--- config.mk ---
export PLATFORM = sky130hd
export DESIGN_NAME = sponge_ctrl
export DESIGN_NICKNAME = d
export VERILOG_FILES = /design/src/rtl/sponge_pkg.sv /design/src/rtl/sponge_ctrl_round_counter.sv /design/src/rtl/sponge_ctrl.sv
export SDC_FILE = /design/constraint.sdc
export NUM_CORES = 1
export LEC_CHECK = 0
export ABC_AREA = 1
export CAP_MARGIN = 20
export CORE_MARGIN = 5
export CORE_UTILIZATION = 30
export DETAILED_ROUTE_END_ITERATION = 12
export MAX_ROUTING_LAYER = met4
export PLACE_DENSITY = 0.56
export SLEW_MARGIN = 20
export SYNTH_ARGS = -nofsm -noshare
export SYNTH_HDL_FRONTEND = slang
export SYNTH_SLANG_ARGS = --single-unit
--- constraint.sdc ---
create_clock -name clk -period 3.2 [get_ports clk]
set_input_delay 0.96 -clock clk [delete_from_list [all_inputs] [get_ports clk]]
set_output_delay 0.96 -clock clk [all_outputs]
set_load 0.05 [all_outputs]
--- src/rtl/sponge_pkg.sv ---
// Shared types and constants for the sponge (SHAKE) round/absorb/squeeze controller.
package sponge_pkg;

   typedef enum logic [1:0] {
      ST_IDLE        = 2'd0,
      ST_PERMUTE     = 2'd1,
      ST_ABSORB_WAIT = 2'd2,
      ST_OUTPUT      = 2'd3
   } sponge_state_t;

   typedef enum logic {
      MODE_SHAKE128 = 1'b0,
      MODE_SHAKE256 = 1'b1
   } sponge_mode_t;

   localparam int RATE_128           = 168;
   localparam int RATE_256           = 136;
   localparam int DEFAULT_NUM_ROUNDS = 24;

endpackage

--- src/rtl/sponge_ctrl_round_counter.sv ---
// Permutation round counter: counts 0..NUM_ROUNDS-1 while enabled, wraps to 0 after the last round.
module round_counter
#(
   parameter int NUM_ROUNDS = 24,
   parameter int ROUND_W    = $clog2(NUM_ROUNDS)
)
(
   input  logic               clk,
   input  logic               rst,
   input  logic               en,
   input  logic               clr,
   output logic [ROUND_W-1:0] idx,
   output logic               last
);

   assign last = (idx == ROUND_W'(NUM_ROUNDS - 1));

   always_ff @(posedge clk or posedge rst) begin
      if (rst) begin
         idx <= '0;
      end else if (clr) begin
         idx <= '0;
      end else if (en) begin
         idx <= last ? '0 : idx + ROUND_W'(1);
      end
   end

endmodule

--- src/rtl/sponge_ctrl.sv ---
// Sponge controller: sequences absorb, NUM_ROUNDS permutation rounds and multi-block squeeze output.
module sponge_ctrl
   import sponge_pkg::*;
#(
   parameter int NUM_ROUNDS = DEFAULT_NUM_ROUNDS,
   parameter int OUT_CNT_W  = 16,
   parameter int ROUND_W    = $clog2(NUM_ROUNDS)
)
(
   input  logic                 clk,
   input  logic                 rst,
   input  logic                 abort,
   input  logic                 in_valid,
   input  logic                 in_last,
   input  logic                 in_mode,
   input  logic [OUT_CNT_W-1:0] in_out_blocks,
   input  logic                 out_ready,
   output logic                 in_ready,
   output logic                 absorb_en,
   output logic                 state_clr,
   output logic                 round_en,
   output logic [ROUND_W-1:0]   round_idx,
   output logic                 mode_q,
   output logic                 out_valid,
   output logic                 out_last,
   output logic                 busy,
   output logic [1:0]           state_dbg
);

   localparam logic [1:0] IDLE        = ST_IDLE;
   localparam logic [1:0] PERMUTE     = ST_PERMUTE;
   localparam logic [1:0] ABSORB_WAIT = ST_ABSORB_WAIT;
   localparam logic [1:0] OUTPUT      = ST_OUTPUT;

   // Handshakes: a block moves on in_valid && in_ready, a squeeze block on out_valid && out_ready;
   // valid/ready are independent, and abort withdraws in_ready so no block is taken that cycle.
   logic [1:0]           state_q, state_d;
   logic [OUT_CNT_W-1:0] remaining_q;
   logic                 last_q;
   logic                 squeeze_q;
   logic                 rc_last;
   logic                 accept;
   logic                 out_hs;
   logic                 rem_one;

   assign in_ready  = ((state_q == IDLE) || (state_q == ABSORB_WAIT)) && !abort;
   assign accept    = in_valid && in_ready;
   assign absorb_en = accept;
   assign state_clr = accept && (state_q == IDLE);
   assign round_en  = (state_q == PERMUTE) && !abort;
   assign rem_one   = (remaining_q == OUT_CNT_W'(1));
   assign out_valid = (state_q == OUTPUT);
   assign out_last  = out_valid && rem_one;
   assign out_hs    = out_valid && out_ready;
   assign busy      = (state_q != IDLE);
   assign state_dbg = state_q;

   round_counter #(
      .NUM_ROUNDS (NUM_ROUNDS),
      .ROUND_W    (ROUND_W)
   ) u_round_counter (
      .clk  (clk),
      .rst  (rst),
      .en   (round_en),
      .clr  (abort),
      .idx  (round_idx),
      .last (rc_last)
   );

   always_comb begin
      state_d = state_q;
      case (state_q)
         IDLE:        if (accept) state_d = PERMUTE;
         PERMUTE:     if (rc_last) state_d = (squeeze_q || last_q) ? OUTPUT : ABSORB_WAIT;
         ABSORB_WAIT: if (accept) state_d = PERMUTE;
         OUTPUT:      if (out_ready) state_d = rem_one ? IDLE : PERMUTE;
         default:     state_d = IDLE;
      endcase
      if (abort) state_d = IDLE;
   end

   always_ff @(posedge clk or posedge rst) begin
      if (rst) begin
         state_q     <= IDLE;
         remaining_q <= '0;
         mode_q      <= 1'b0;
         last_q      <= 1'b0;
         squeeze_q   <= 1'b0;
      end else if (abort) begin
         state_q     <= IDLE;
         remaining_q <= '0;
         last_q      <= 1'b0;
         squeeze_q   <= 1'b0;
      end else begin
         state_q <= state_d;
         if (state_clr) begin
            // A zero request still yields one block so the hash always produces output.
            remaining_q <= (in_out_blocks == '0) ? OUT_CNT_W'(1) : in_out_blocks;
            mode_q      <= in_mode;
            last_q      <= in_last;
            squeeze_q   <= 1'b0;
         end else if (accept) begin
            last_q <= in_last;
         end
         if (out_hs) begin
            if (rem_one) begin
               remaining_q <= '0;
            end else begin
               remaining_q <= remaining_q - OUT_CNT_W'(1);
               squeeze_q   <= 1'b1;
            end
         end
      end
   end

endmodule

Word-level counts from Yosys, hierarchy flattened
Cells that the tools add are included.
{ "op_classes": {"addsub": 2, "muxes": 22, "bitwise": 1, "reduce_logical": 18, "eq_ne": 8} }
{ "ops": {"columns": ["op", "count"], "rows": [
  ["$mux 16", 5],
  ["$eq 16x1->1 const B", 1],
  ["$logic_not 16->1", 1],
  ["$sub 16x1->16 const B", 1],
  ["$mux 5", 3],
  ["$mux 1", 9],
  ["$mux 2", 4],
  ["$logic_and 1x1->1", 6],
  ["$pmux 2 s3", 1],
  ["$reduce_bool 3->1", 2],
  ["$add 5x1->5 const B", 1],
  ["$eq 5x5->1 const B", 1],
  ["$eq 2x2->1 const B", 2],
  ["$reduce_bool 2->1", 2],
  ["$ne 3x1->1 const B", 1],
  ["$ne 3x2->1 const B", 1],
  ["$ne 3x3->1 const B", 1],
  ["$reduce_and 3->1", 1],
  ["$eq 2x1->1 const B", 1],
  ["$logic_not 2->1", 1],
  ["$logic_or 1x1->1", 2],
  ["$reduce_and 2->1", 1],
  ["$reduce_or 2->1", 1],
  ["$logic_not 1->1", 1],
  ["$not 1->1", 1]
]} }
{ "word_totals": {"ff_bits": 26, "out_inout_bits": 15, "word_cells": 57, "input_bits": 23} }

Logic depth before layout (Yosys ltp)
{ "depth": {"word_depth": 9, "ltp_mapped": 11, "mapped_depth_nobuf": 11} }

Cells and area by module
A second synthesis with hierarchy kept.
{ "hier_totals": {"cells_unflattened": 311, "hier_area_um2": 1921.8} }
{ "modules_own_cells": {"columns": ["module", "n_inst", "cells_each", "area_per_inst_um2", "seq_area_each_um2"], "rows": [
  ["sponge_ctrl", 1, 271, 1637.8, 525.5],
  ["round_counter", 1, 40, 284.0, 125.1]
]} }

Worst setup path before layout
OpenSTA, ideal clock, no wires.
{ "synth_path": {"path_kind": "input -> output", "from": "input abort", "to": "output absorb_en", "path_slack_ns": 0.410, "path_stages": 4, "required_time_ns": 2.240, "n_path_buf": 1, "t_arrival_ns": 1.830, "path_cell_list": "buf_6 nor2_4 nand2_4 inv_1"} }
{ "synth_between": {"elab_chain_len": 3} }
{ "synth_rtl": {"columns": ["item", "line_no", "source"], "rows": [
  ["start, declared", "sponge_ctrl.sv:12", "input logic abort,"],
  ["$logic_not 1->1", "sponge_ctrl.sv:46", "assign in_ready = ((state_q == IDLE) || (state_q == ABSORB_WAIT)) && !abort;"],
  ["$logic_and 1x1->1", "sponge_ctrl.sv:46", null],
  ["net in_ready", "sponge_ctrl.sv:18", "output logic in_ready,"],
  ["$logic_and 1x1->1", "sponge_ctrl.sv:47", "assign accept = in_valid && in_ready;"],
  ["end, declared", "sponge_ctrl.sv:19", "output logic absorb_en,"]
]} }
The timed path passes the listed nets, and every way through them passes these cells.

Final worst setup path
{ "layout_path": {"from": "input abort", "to": "output state_clr"} }
{ "layout_between": {"elab_chain_len": 4} }
{ "layout_rtl": {"columns": ["item", "line_no", "source"], "rows": [
  ["$logic_not 1->1", "sponge_ctrl.sv:46", null],
  ["$logic_and 1x1->1", "sponge_ctrl.sv:46", null],
  ["$logic_and 1x1->1", "sponge_ctrl.sv:47", null],
  ["$logic_and 1x1->1", "sponge_ctrl.sv:49", "assign state_clr = accept && (state_q == IDLE);"],
  ["end, declared", "sponge_ctrl.sv:20", "output logic state_clr,"]
]} }
Every way passes these cells.

==> qor.yml <==
status: "finished, final reports clean"
slew_headroom_pct: 65.65
num_vias: 2003
core_area_um2: 6314
drive_gt1_share_pct: 9.792
grt_setup_unrepaired: "false"
io_buffers: 37
cap_violations: 0
synth_common_cells: "nand2_1, inv_1, nand3_1"
die_w_um: 90.17
p_switching_w: 0.0007867
nFillCells: 702
syn_nets: 323
netSwitchingFraction_pct: 48.66
cts_resized: 0
worstRegToRegCells: 9
crit_required_ns: 2.24
crit_chain: "clkdlybuf4s50_1, nor2_4, nand2_4, nor2_4, buf_12"
worstPathArrival_ns: 1.98
antenna_found_initial: 0
path_clk_slew_ns: 0.10
synth_top_area_share_pct: 33.74
worstReg2RegStart: "remaining_q[0]$_DFFE_PP0P_"
routabilityCongestion: 0.9278
ys_warn_count: 0
cts_setup_buffers: 0
n_antenna_cell: 0
pwr-share-seq_pct: 30.7
cts_buffers: 3
synth_edf_count: 0
crit_path_max_fanout: 3
path_common_cell: "nor2_4"
hp-start: "mode_q$_DFFE_PP0P_"
layout_min_cycle_time_ns: 2.942
grt_pass1_wl_mm: 9.535
max_stage_delay_ns: 0.49
reg2reg_slack_ns: 1.43
multiInputGateArea_um2: 1085
internal_power_w: 0.0008301
fin_skew_ns: 0.006185
worstSetupPathType: "in2out"
grt_usage_pct: 14.39
clock_path_buffers: 2
max_freq_mhz: 339.9
hold_viol: 0
setup_viol: 0
synthDistinctLibCells: 31
r2r-end: "remaining_q[10]$_DFFE_PP0P_"
ys.flop_type: "dfrtp_1"
synthTopCellsByArea: "dfrtp_1, nand2_1, nand3_1, inv_1, nor2_1"
finalSetupTns_ns: 0
ys_seq_elements: 26
worstSetupStartpointType: "input pin"
area.growth.synth_to_final_pct: 29.01
std_cell_rows: 29
htreeDepth: 1
dp_hpwl_mm: 4.151
ant_nets: 0
die_h_um: 90.17
synthCells: 297
cts_sinks: 26
drt-total-wl_mm: 5.468
grt_max_degree: 27
p_total_w: 0.001617
clockRootBuffer: "clkbuf_8"
first_pass_iters: 4
p_leak_nw: 1.247
ctsHoldBuffers: 0
remaining_drc_errors: 0
grt_pass1_vias: 2037
pwr-share-comb_pct: 55.5
syn-mean-instance-area_um2: 6.492
die-area_um2: 8131
clk_latency_ns: 0.28
drtIter0Drc: 138
power_frac_clock_pct: 13.8
synth.cell_area_um2: 1928
crit_slowest_cell: "clkdlybuf4s50_1"
endpoint_kind: "output port"
hold_end: "mode_q$_DFFE_PP0P_"
regArea_um2: 650.6
yosys.area.top_type: "dfrtp_1"
fin_crit_sh_pct: 91.93
ys_seq_area_share_pct: 33.74
ios: 38
hold_depth: 2
grt_overflow: 0
ir_worst_vdd_v: 0.0004489
cts_tree: "yes"
worstHoldPathType: "reg2reg"
max_slew.worst_pin.slew_ns: 0.5136
drt-vias-per-instance: 4.838
initial_core_util_pct: 30.54
yosysMostFrequentCell: "nand2_1"
drv_slew: 0
power_density_nw_per_um2: 650.0
wl_per_cell_um: 13.21
nets: 364
async_flop_share_pct: 100.0
metrics by stage:
step	setup slack (ns)	area, um2	cells	util, %	hold WS [ns]
final	0.2583	2487	414	39.40	0.4919
after global routing	0.1891	2487	414	39.40	0.5273
after CTS	0.2452	2487	414	39.40	0.4933
after detailed placement	0.2486	2432	410	38.53	0.4620
after global placement	0.2632	2432	410	38.53	0.4569
after floorplan	0.4099	1928	297	-	0.4692
cells in the final DEF, fill, tap and decap left out, drive strengths merged:
| master | count |
|---|---|
| nand2 | 102 |
| o21ai | 16 |
| xor2 | 3 |
| nand3 | 37 |
| a21oi | 11 |
| clkbuf | 4 |
| nand4 | 2 |
| clkinv | 1 |
| o21bai | 1 |
| o31ai | 1 |
| buf | 10 |
| nor2 | 39 |
| inv | 39 |
| dfrtp | 26 |
| o21a | 1 |
| nor3 | 2 |
| ha | 3 |
| nand3b | 2 |
| a31oi | 1 |
| clkdlybuf4s50 | 32 |
| o32ai | 1 |
| or2 | 3 |
final cells by class:
cell class	count	share of cell area, %
multi-input cells	225	43.61
repair buffers	42	17.91
flip-flops and latches	26	26.16
clock buffers	4	2.213
well taps	77	3.873
inverters	40	6.237
kinds of logic after synthesis:
family | Yosys count | synth area share, %
compound gates | 32 | 8.956
simple gates | 187 | 44.00
flops | 26 | 33.74
xor+xnor | 3 | 1.363
fa+ha+maj | 3 | 1.947
buf+inv | 46 | 9.993
layer usage:
metal,vias up,wire [um],global-route usage (%)
li1,1020,-,-
met1,920,2501,18.06
met2,57,2568,23.72
met3,6,334,2.671
met4,0,64,3.970
met5,-,0,-
state kept, by name (all words and copies together), names as in the netlist:
| name | cells |
|---|---|
| last_q | 1 |
| mode_q | 1 |
| remaining_q | 16 |
| squeeze_q | 1 |
| state_dbg | 2 |
| u_round_counter.idx | 5 |
worst max-delay path by stage:
stage	cells after the start	start	slack (ns)	end
6_report	5	abort	0.26	state_clr
2_1_floorplan	4	abort	0.41	absorb_en
4_1_cts	5	abort	0.25	state_clr
3_5_place_dp	5	abort	0.25	state_clr
5_1_grt	5	abort	0.19	absorb_en
3_3_place_gp	5	abort	0.26	state_clr
power groups by stage:
stage / registers, W / clock network (W) / logic (W)
2_1_floorplan: 0.000579 / 0 / 0.000519
6_report: 0.000497 / 0.000223 / 0.000897
3_5_place_dp: 0.000503 / 0 / 0.000899
5_1_grt: 0.000511 / 0.000241 / 0.000998
4_1_cts: 0.000498 / 0.000230 / 0.000904
3_3_place_gp: 0.000502 / 0 / 0.000899
critical path, delay by kind of cell:
kind	cells	cell delay (ns)
buf+inv	2	0.64
simple gates	3	0.39
Note: power is estimated with default switching activity, not from simulation.
